File: config.mk
export PLATFORM = sky130hd
export DESIGN_NAME = jump_target_encoder_flat
export DESIGN_NICKNAME = d
export VERILOG_FILES = /design/src/rtl/jump_target_encoder_if.sv /design/src/rtl/jump_target_encoder.sv /design/src/flat_wrapper.sv
export SDC_FILE = /design/constraint.sdc
export NUM_CORES = 1
export LEC_CHECK = 0
export CELL_PAD_IN_SITES_DETAIL_PLACEMENT = 1
export CELL_PAD_IN_SITES_GLOBAL_PLACEMENT = 2
export CORE_UTILIZATION = 25
export DETAILED_ROUTE_END_ITERATION = 8
export PLACE_DENSITY = 0.79
export SETUP_SLACK_MARGIN = 0.5
export SLEW_MARGIN = 10
export SYNTH_ARGS = -nofsm -noshare
export SYNTH_HDL_FRONTEND = slang
export SYNTH_SLANG_ARGS = --single-unit
File: constraint.sdc
create_clock -name clk -period 1.8 [get_ports clk]
set_input_delay 0.54 -clock clk [delete_from_list [all_inputs] [get_ports clk]]
set_output_delay 0.54 -clock clk [all_outputs]
set_load 0.02 [all_outputs]
File: src/rtl/jump_target_encoder_if.sv
`default_nettype none
// ============================================================================
// jump_target_encoder_if
// Request/response stream bundle for the jump target encoder.
// Revision: 1.0
// ============================================================================
interface jump_target_encoder_if #(
  parameter int CNT_W = 8
);
  logic             in_valid;
  logic             in_ready;
  logic [15:0]      target;
  logic [15:0]      cur_pc;
  logic             out_valid;
  logic             out_ready;
  logic [15:0]      out_word;
  logic             out_last;
  logic             out_far;
  logic [CNT_W-1:0] near_count;
  logic [CNT_W-1:0] far_count;

  modport master (
    output in_valid, target, cur_pc, out_ready,
    input  in_ready, out_valid, out_word, out_last, out_far, near_count, far_count
  );

  modport slave (
    input  in_valid, target, cur_pc, out_ready,
    output in_ready, out_valid, out_word, out_last, out_far, near_count, far_count
  );
endinterface
`default_nettype wire

File: src/rtl/jump_target_encoder.sv
`default_nettype none
// ============================================================================
// jump_target_encoder
// Splits a 16-bit jump target into a near jump or a LUI/JR far sequence.
// Revision: 1.0
// ============================================================================
module jump_target_encoder #(
  parameter int         CNT_W       = 8,
  parameter logic [3:0] JUMP_OPCODE = 4'hC,
  parameter logic [3:0] LUI_OPCODE  = 4'hA,
  parameter logic [3:0] JR_OPCODE   = 4'hB
) (
  input  logic                 clk,
  input  logic                 rst_n,
  jump_target_encoder_if.slave bus
);

  typedef enum logic [1:0] {
    IDLE   = 2'd0,
    NEAR   = 2'd1,
    FAR_HI = 2'd2,
    FAR_LO = 2'd3
  } state_t;

  localparam logic [CNT_W-1:0] C_CNT_MAX = {CNT_W{1'b1}};
  localparam logic [CNT_W-1:0] C_CNT_ONE = {{(CNT_W-1){1'b0}}, 1'b1};

  state_t           r_state, w_state_nxt;
  logic [7:0]       r_target_lo, w_target_lo_nxt;
  logic             r_valid, w_valid_nxt;
  logic [15:0]      r_word, w_word_nxt;
  logic             r_last, w_last_nxt;
  logic             r_far, w_far_nxt;
  logic [CNT_W-1:0] r_near_count, r_far_count;
  logic             w_near_inc, w_far_inc;
  logic             w_is_near;
  logic             w_unused;

  // Only the region nibble of the PC matters; the core supplies the rest.
  assign w_is_near = (bus.target[15:12] == bus.cur_pc[15:12]);
  assign w_unused  = ^bus.cur_pc[11:0];

  always_ff @(posedge clk or negedge rst_n) begin
    if (!rst_n) begin
      r_state      <= IDLE;
      r_target_lo  <= 8'h00;
      r_valid      <= 1'b0;
      r_word       <= 16'h0000;
      r_last       <= 1'b0;
      r_far        <= 1'b0;
      r_near_count <= '0;
      r_far_count  <= '0;
    end else begin
      r_state     <= w_state_nxt;
      r_target_lo <= w_target_lo_nxt;
      r_valid     <= w_valid_nxt;
      r_word      <= w_word_nxt;
      r_last      <= w_last_nxt;
      r_far       <= w_far_nxt;
      if (w_near_inc && (r_near_count != C_CNT_MAX)) r_near_count <= r_near_count + C_CNT_ONE;
      if (w_far_inc && (r_far_count != C_CNT_MAX))   r_far_count  <= r_far_count + C_CNT_ONE;
    end
  end

  always_comb begin
    w_state_nxt     = r_state;
    w_target_lo_nxt = r_target_lo;
    w_valid_nxt     = r_valid;
    w_word_nxt      = r_word;
    w_last_nxt      = r_last;
    w_far_nxt       = r_far;
    w_near_inc      = 1'b0;
    w_far_inc       = 1'b0;
    unique case (r_state)
      IDLE: begin
        if (bus.in_valid) begin
          w_target_lo_nxt = bus.target[7:0];
          w_valid_nxt     = 1'b1;
          if (w_is_near) begin
            w_state_nxt = NEAR;
            w_word_nxt  = {JUMP_OPCODE, bus.target[11:0]};
            w_last_nxt  = 1'b1;
            w_far_nxt   = 1'b0;
          end else begin
            w_state_nxt = FAR_HI;
            w_word_nxt  = {LUI_OPCODE, 4'h0, bus.target[15:8]};
            w_last_nxt  = 1'b0;
            w_far_nxt   = 1'b1;
          end
        end
      end
      NEAR: begin
        if (bus.out_ready) begin
          w_state_nxt = IDLE;
          w_valid_nxt = 1'b0;
          w_last_nxt  = 1'b0;
          w_near_inc  = 1'b1;
        end
      end
      FAR_HI: begin
        if (bus.out_ready) begin
          w_state_nxt = FAR_LO;
          w_word_nxt  = {JR_OPCODE, 4'h0, r_target_lo};
          w_last_nxt  = 1'b1;
        end
      end
      FAR_LO: begin
        if (bus.out_ready) begin
          w_state_nxt = IDLE;
          w_valid_nxt = 1'b0;
          w_last_nxt  = 1'b0;
          w_far_nxt   = 1'b0;
          w_far_inc   = 1'b1;
        end
      end
      default: begin
        w_state_nxt = IDLE;
        w_valid_nxt = 1'b0;
      end
    endcase
  end

  assign bus.in_ready   = (r_state == IDLE);
  assign bus.out_valid  = r_valid;
  assign bus.out_word   = r_word;
  assign bus.out_last   = r_last;
  assign bus.out_far    = r_far;
  assign bus.near_count = r_near_count;
  assign bus.far_count  = r_far_count;

endmodule
`default_nettype wire
File: src/flat_wrapper.sv
// flat-port wrapper written by rule: the top's interface ports become plain ports
module jump_target_encoder_flat 
#(
  parameter int         CNT_W       = 8,
  parameter logic [3:0] JUMP_OPCODE = 4'hC,
  parameter logic [3:0] LUI_OPCODE  = 4'hA,
  parameter logic [3:0] JR_OPCODE   = 4'hB
)
  (clk, rst_n, bus_in_valid, bus_target, bus_cur_pc, bus_out_ready, bus_in_ready, bus_out_valid, bus_out_word, bus_out_last, bus_out_far, bus_near_count, bus_far_count);
  jump_target_encoder_if #(.CNT_W(CNT_W)) bus_i ();
  input  logic clk;
  input  logic rst_n;
  input wire logic [$bits(bus_i.in_valid)-1:0] bus_in_valid;
  input wire logic [$bits(bus_i.target)-1:0] bus_target;
  input wire logic [$bits(bus_i.cur_pc)-1:0] bus_cur_pc;
  input wire logic [$bits(bus_i.out_ready)-1:0] bus_out_ready;
  output wire logic [$bits(bus_i.in_ready)-1:0] bus_in_ready;
  output wire logic [$bits(bus_i.out_valid)-1:0] bus_out_valid;
  output wire logic [$bits(bus_i.out_word)-1:0] bus_out_word;
  output wire logic [$bits(bus_i.out_last)-1:0] bus_out_last;
  output wire logic [$bits(bus_i.out_far)-1:0] bus_out_far;
  output wire logic [$bits(bus_i.near_count)-1:0] bus_near_count;
  output wire logic [$bits(bus_i.far_count)-1:0] bus_far_count;
  assign bus_i.in_valid = bus_in_valid;
  assign bus_i.target = bus_target;
  assign bus_i.cur_pc = bus_cur_pc;
  assign bus_i.out_ready = bus_out_ready;
  assign bus_in_ready = bus_i.in_ready;
  assign bus_out_valid = bus_i.out_valid;
  assign bus_out_word = bus_i.out_word;
  assign bus_out_last = bus_i.out_last;
  assign bus_out_far = bus_i.out_far;
  assign bus_near_count = bus_i.near_count;
  assign bus_far_count = bus_i.far_count;
  jump_target_encoder #(.CNT_W(CNT_W), .JUMP_OPCODE(JUMP_OPCODE), .LUI_OPCODE(LUI_OPCODE), .JR_OPCODE(JR_OPCODE)) u_core (.clk(clk), .rst_n(rst_n), .bus(bus_i));
endmodule
==> results.toml <==
[pwr]
clockPowerShare_pct = 11.9
p_leak_nw = 1.72
switchingPower_mw = 2.18
max-vdd-ir-drop_v = 0.000757
power_mw = 5.71
netSwitchingFraction_pct = 38.2
comb_power_share_pct = 59.2
power.internal_mw = 3.53
seq_power_share_pct = 28.9
powerDensity_nw_per_um2 = 1490

[global_routing]
grt_pass1_wl_um = 10500
grt_max_degree = 45
grt.overflow.total = 0
gr-usage-all-layers_pct = 15.4
antenna_found_initial = 0
grt_pass1_vias = 2090

[synthesis]
syn-num-nets = 241
syn_avg_cell_area_sq_um = 10.3
synth_area_leaders = "dfrtp_1, nand2_1, a21oi_1, mux2i_1, mux2_2"
synth.top_cell.area_share_pct = 52.9
ys_seq_elements = 44
synthFlopType = "dfrtp_1"
synth.distinct_cells = 33
synthArstFlopShare_pct = 100
yosysTopAreaCell = "dfrtp_1"
ys_warn_count = 0
yosysSeqAreaShare_pct = 52.9
synth_cells = 203
synth_common_cells = "dfrtp_1, nand2_1, a21oi_1"
synth_edf_count = 0
syn_area_sq_um = 2080
synth.most_common_cell = "dfrtp_1"

[cells_and_area]
antenna_cells = 0
layout-drive-gt1-share_pct = 58.5
finalNonFillerCells = 439
seqCellArea_sq_um = 1120
fin_nets = 374
nFillCells = 846
finalCoreUtilization_pct = 48.5
area_growth_pct = 83.5
multiInputGateArea_sq_um = 1180

[floorplanning]
fp-row-count = 32
initial_utilization_pct = 26.4
die-width_um = 93.3
die_y_um = 93.3
top_level_ports = 72
core_area_sq_um = 7890
die_area_sq_um = 8700

[clock_network]
worst_skew_pair.late_latency_ps = 300
cts-root-buf = "clkbuf_8"
cts_buffer_depth = 2
cts_tree = "done"
cts-htree-levels = 2
cts.sinks = 44
path_clk_slew_ps = 90
numCtsBuffers = 5

[sta]
setup_violations = 0
grt_setup_unrepaired = "true"
slew_violations = 0
period_needed_ps = 1580
relSlewSlack_pct = 82.0
clock_skew_ps = 7.82
worst_slack_ps = 218
timing.fmax_mhz = 632
timing.final.crit_share_pct = 87.9
worst_pin_slew_ps = 270
hold_viol_final = 0

[setup_path]
crit_type = "flop to primary output"
worst-path-max-fanout = 4
crit_path_start_kind = "flop"
cp_slowest_cell = "dfrtp_2"
worst_path_dominant_cell_family = "flip-flops"
crit_required_ps = 1260
critPathMaxStageDelay_ps = 460
cp_num_buf_inv = 2
cp-end-kind = "primary output"
crit_arrival_ps = 1040
path_cells = "buf_4 > buf_6"

[detailed_routing]
dr.pass1.iters = 4
drc_errors = 0
drtIter0Drc = 38
wl_per_cell_um = 15.3
via_per_inst = 4.72
drtAntennaViolNets = 0
vias = 2070
drt-total-wl_um = 6720

[place]
place_congestion = 0.687
place_ws_ps = -381
dp_hpwl_um = 3970
io_buffers = 59
placed_cells_incl_taps = 375

[status]
outcome = "finished, final reports clean"

[job]
maxCapViolations = 0

[min_path]
min_path_type = "input pin to async pin"
==> sequential cells by signal, summed over array words and instances (netlist names) <==
name / cells
u_core.bus.out_word: 16
u_core.bus.far_count: 8
u_core.bus.near_count: 8
u_core.r_target_lo: 8
u_core.r_state: 2
u_core.bus.out_far: 1
u_core.bus.out_valid: 1
==> per-layer routing <==
metal / routed length (um) / GRT usage [%] / share of wire (%) / vias up
li1: - / - / - / 984
met1: 2970 / 19.9 / 44 / 1048
met2: 3450 / 26.5 / 51 / 33
met3: 227 / 2.85 / 3.4 / 5
met4: 63 / 3.46 / 0.94 / 0
met5: 0 / 0 / 0 / -
==> layout by cell type, fill, tap and decap left out, drive strengths merged <==
cell,netlist,final
a21oi,16,16
dfrtp,44,44
ha,2,2
xor2,7,7
mux2,7,7
a221oi,1,1
o22ai,8,8
nor2,12,12
clkbuf,1,6
clkdlybuf4s50,0,12
nor3,2,2
clkdlybuf4s15,0,3
a21o,2,2
nor4,1,1
o2bb2ai,8,8
inv,5,5
clkinvlp,0,2
nand2b,4,4
a22o,4,4
and3,1,1
buf,8,118
o21a,1,1
o21ai,5,5
nand3,6,6
nand2,35,35
nand4,6,6
and3b,1,1
or2,3,4
mux2i,8,8
xnor2,4,4
dlygate4sd2,0,1
and2,1,1
==> path summary, 6_finish.rpt <==
kind	start	end	cells past startpoint	slack [ps]
max reg2reg	u_core.r_state[0]	u_core.bus.near_count[7]	6	220
min reg2reg	u_core.r_target_lo[6]	u_core.r_target_lo[6]	2	480
min	rst_n	u_core.bus.out_word[5]	2	200
min in group clk	u_core.r_target_lo[6]	u_core.r_target_lo[6]	2	480
max in group asynchronous	rst_n	u_core.bus.near_count[1]	2	1350
max	u_core.r_state[0]	bus_out_last	2	220
==> area by class of cell <==
class                           instances  share of cell area [%]
Clock buffer                            6                    2.16
Clock inverter                          2                   0.393
Inverter                                5                   0.491
Multi-Input combinational cell        146                    30.8
Sequential cell                        44                    29.2
Tap cell                              102                    3.34
Timing Repair Buffer                  134                    33.6
==> cells by family after synthesis <==
logic type	synth area share, %
AND/OR/NAND/NOR	16.3
AO/OA/AOI/OAI	14.0
flip-flops	52.9
multiplexers	7.63
buffers and inverters	3.36
XOR/XNOR	4.62
adder cells (fa/ha/maj)	1.20
==> what timing repair did <==
item / in CTS / in global routing
pin swaps: 47 / 23
gates resized for setup: 287 / 38
setup endpoints to repair: 80 / 80
gates cloned: 3 / 1
hold buffers: 0 / 0
setup buffers: 39 / 13
==> worst register-to-register path, delay by kind of cell (launching register included) <==
kind	cells	cell delay, ps
buffers and inverters	2	220
and+or+nand+nor	3	500
DFF	1	440
muxes	1	310
==> through the flow <==
| stage | TNS, ps | hold WS, ps | instance area, sq um |
|---|---|---|---|
| final | 0 | 196 | 3820 |
| after global routing | 0 | 216 | 3820 |
| after CTS | 0 | 210 | 3570 |
| after detailed placement | -9060 | 456 | 3010 |
| after global placement | -8210 | 453 | 3010 |
| after floorplan | 0 | 244 | 2200 |
==> power groups by stage <==
stage | clock network, mW | registers, mW | logic [mW]
after global placement | 0 | 1.73 | 2.05
final | 0.680 | 1.65 | 3.38
after detailed placement | 0 | 1.73 | 2.10
after CTS | 0.700 | 1.64 | 3.00
after floorplan | 0 | 1.96 | 0.949
after global routing | 0.741 | 1.69 | 3.61
Note: power is estimated with default switching activity, not from simulation.
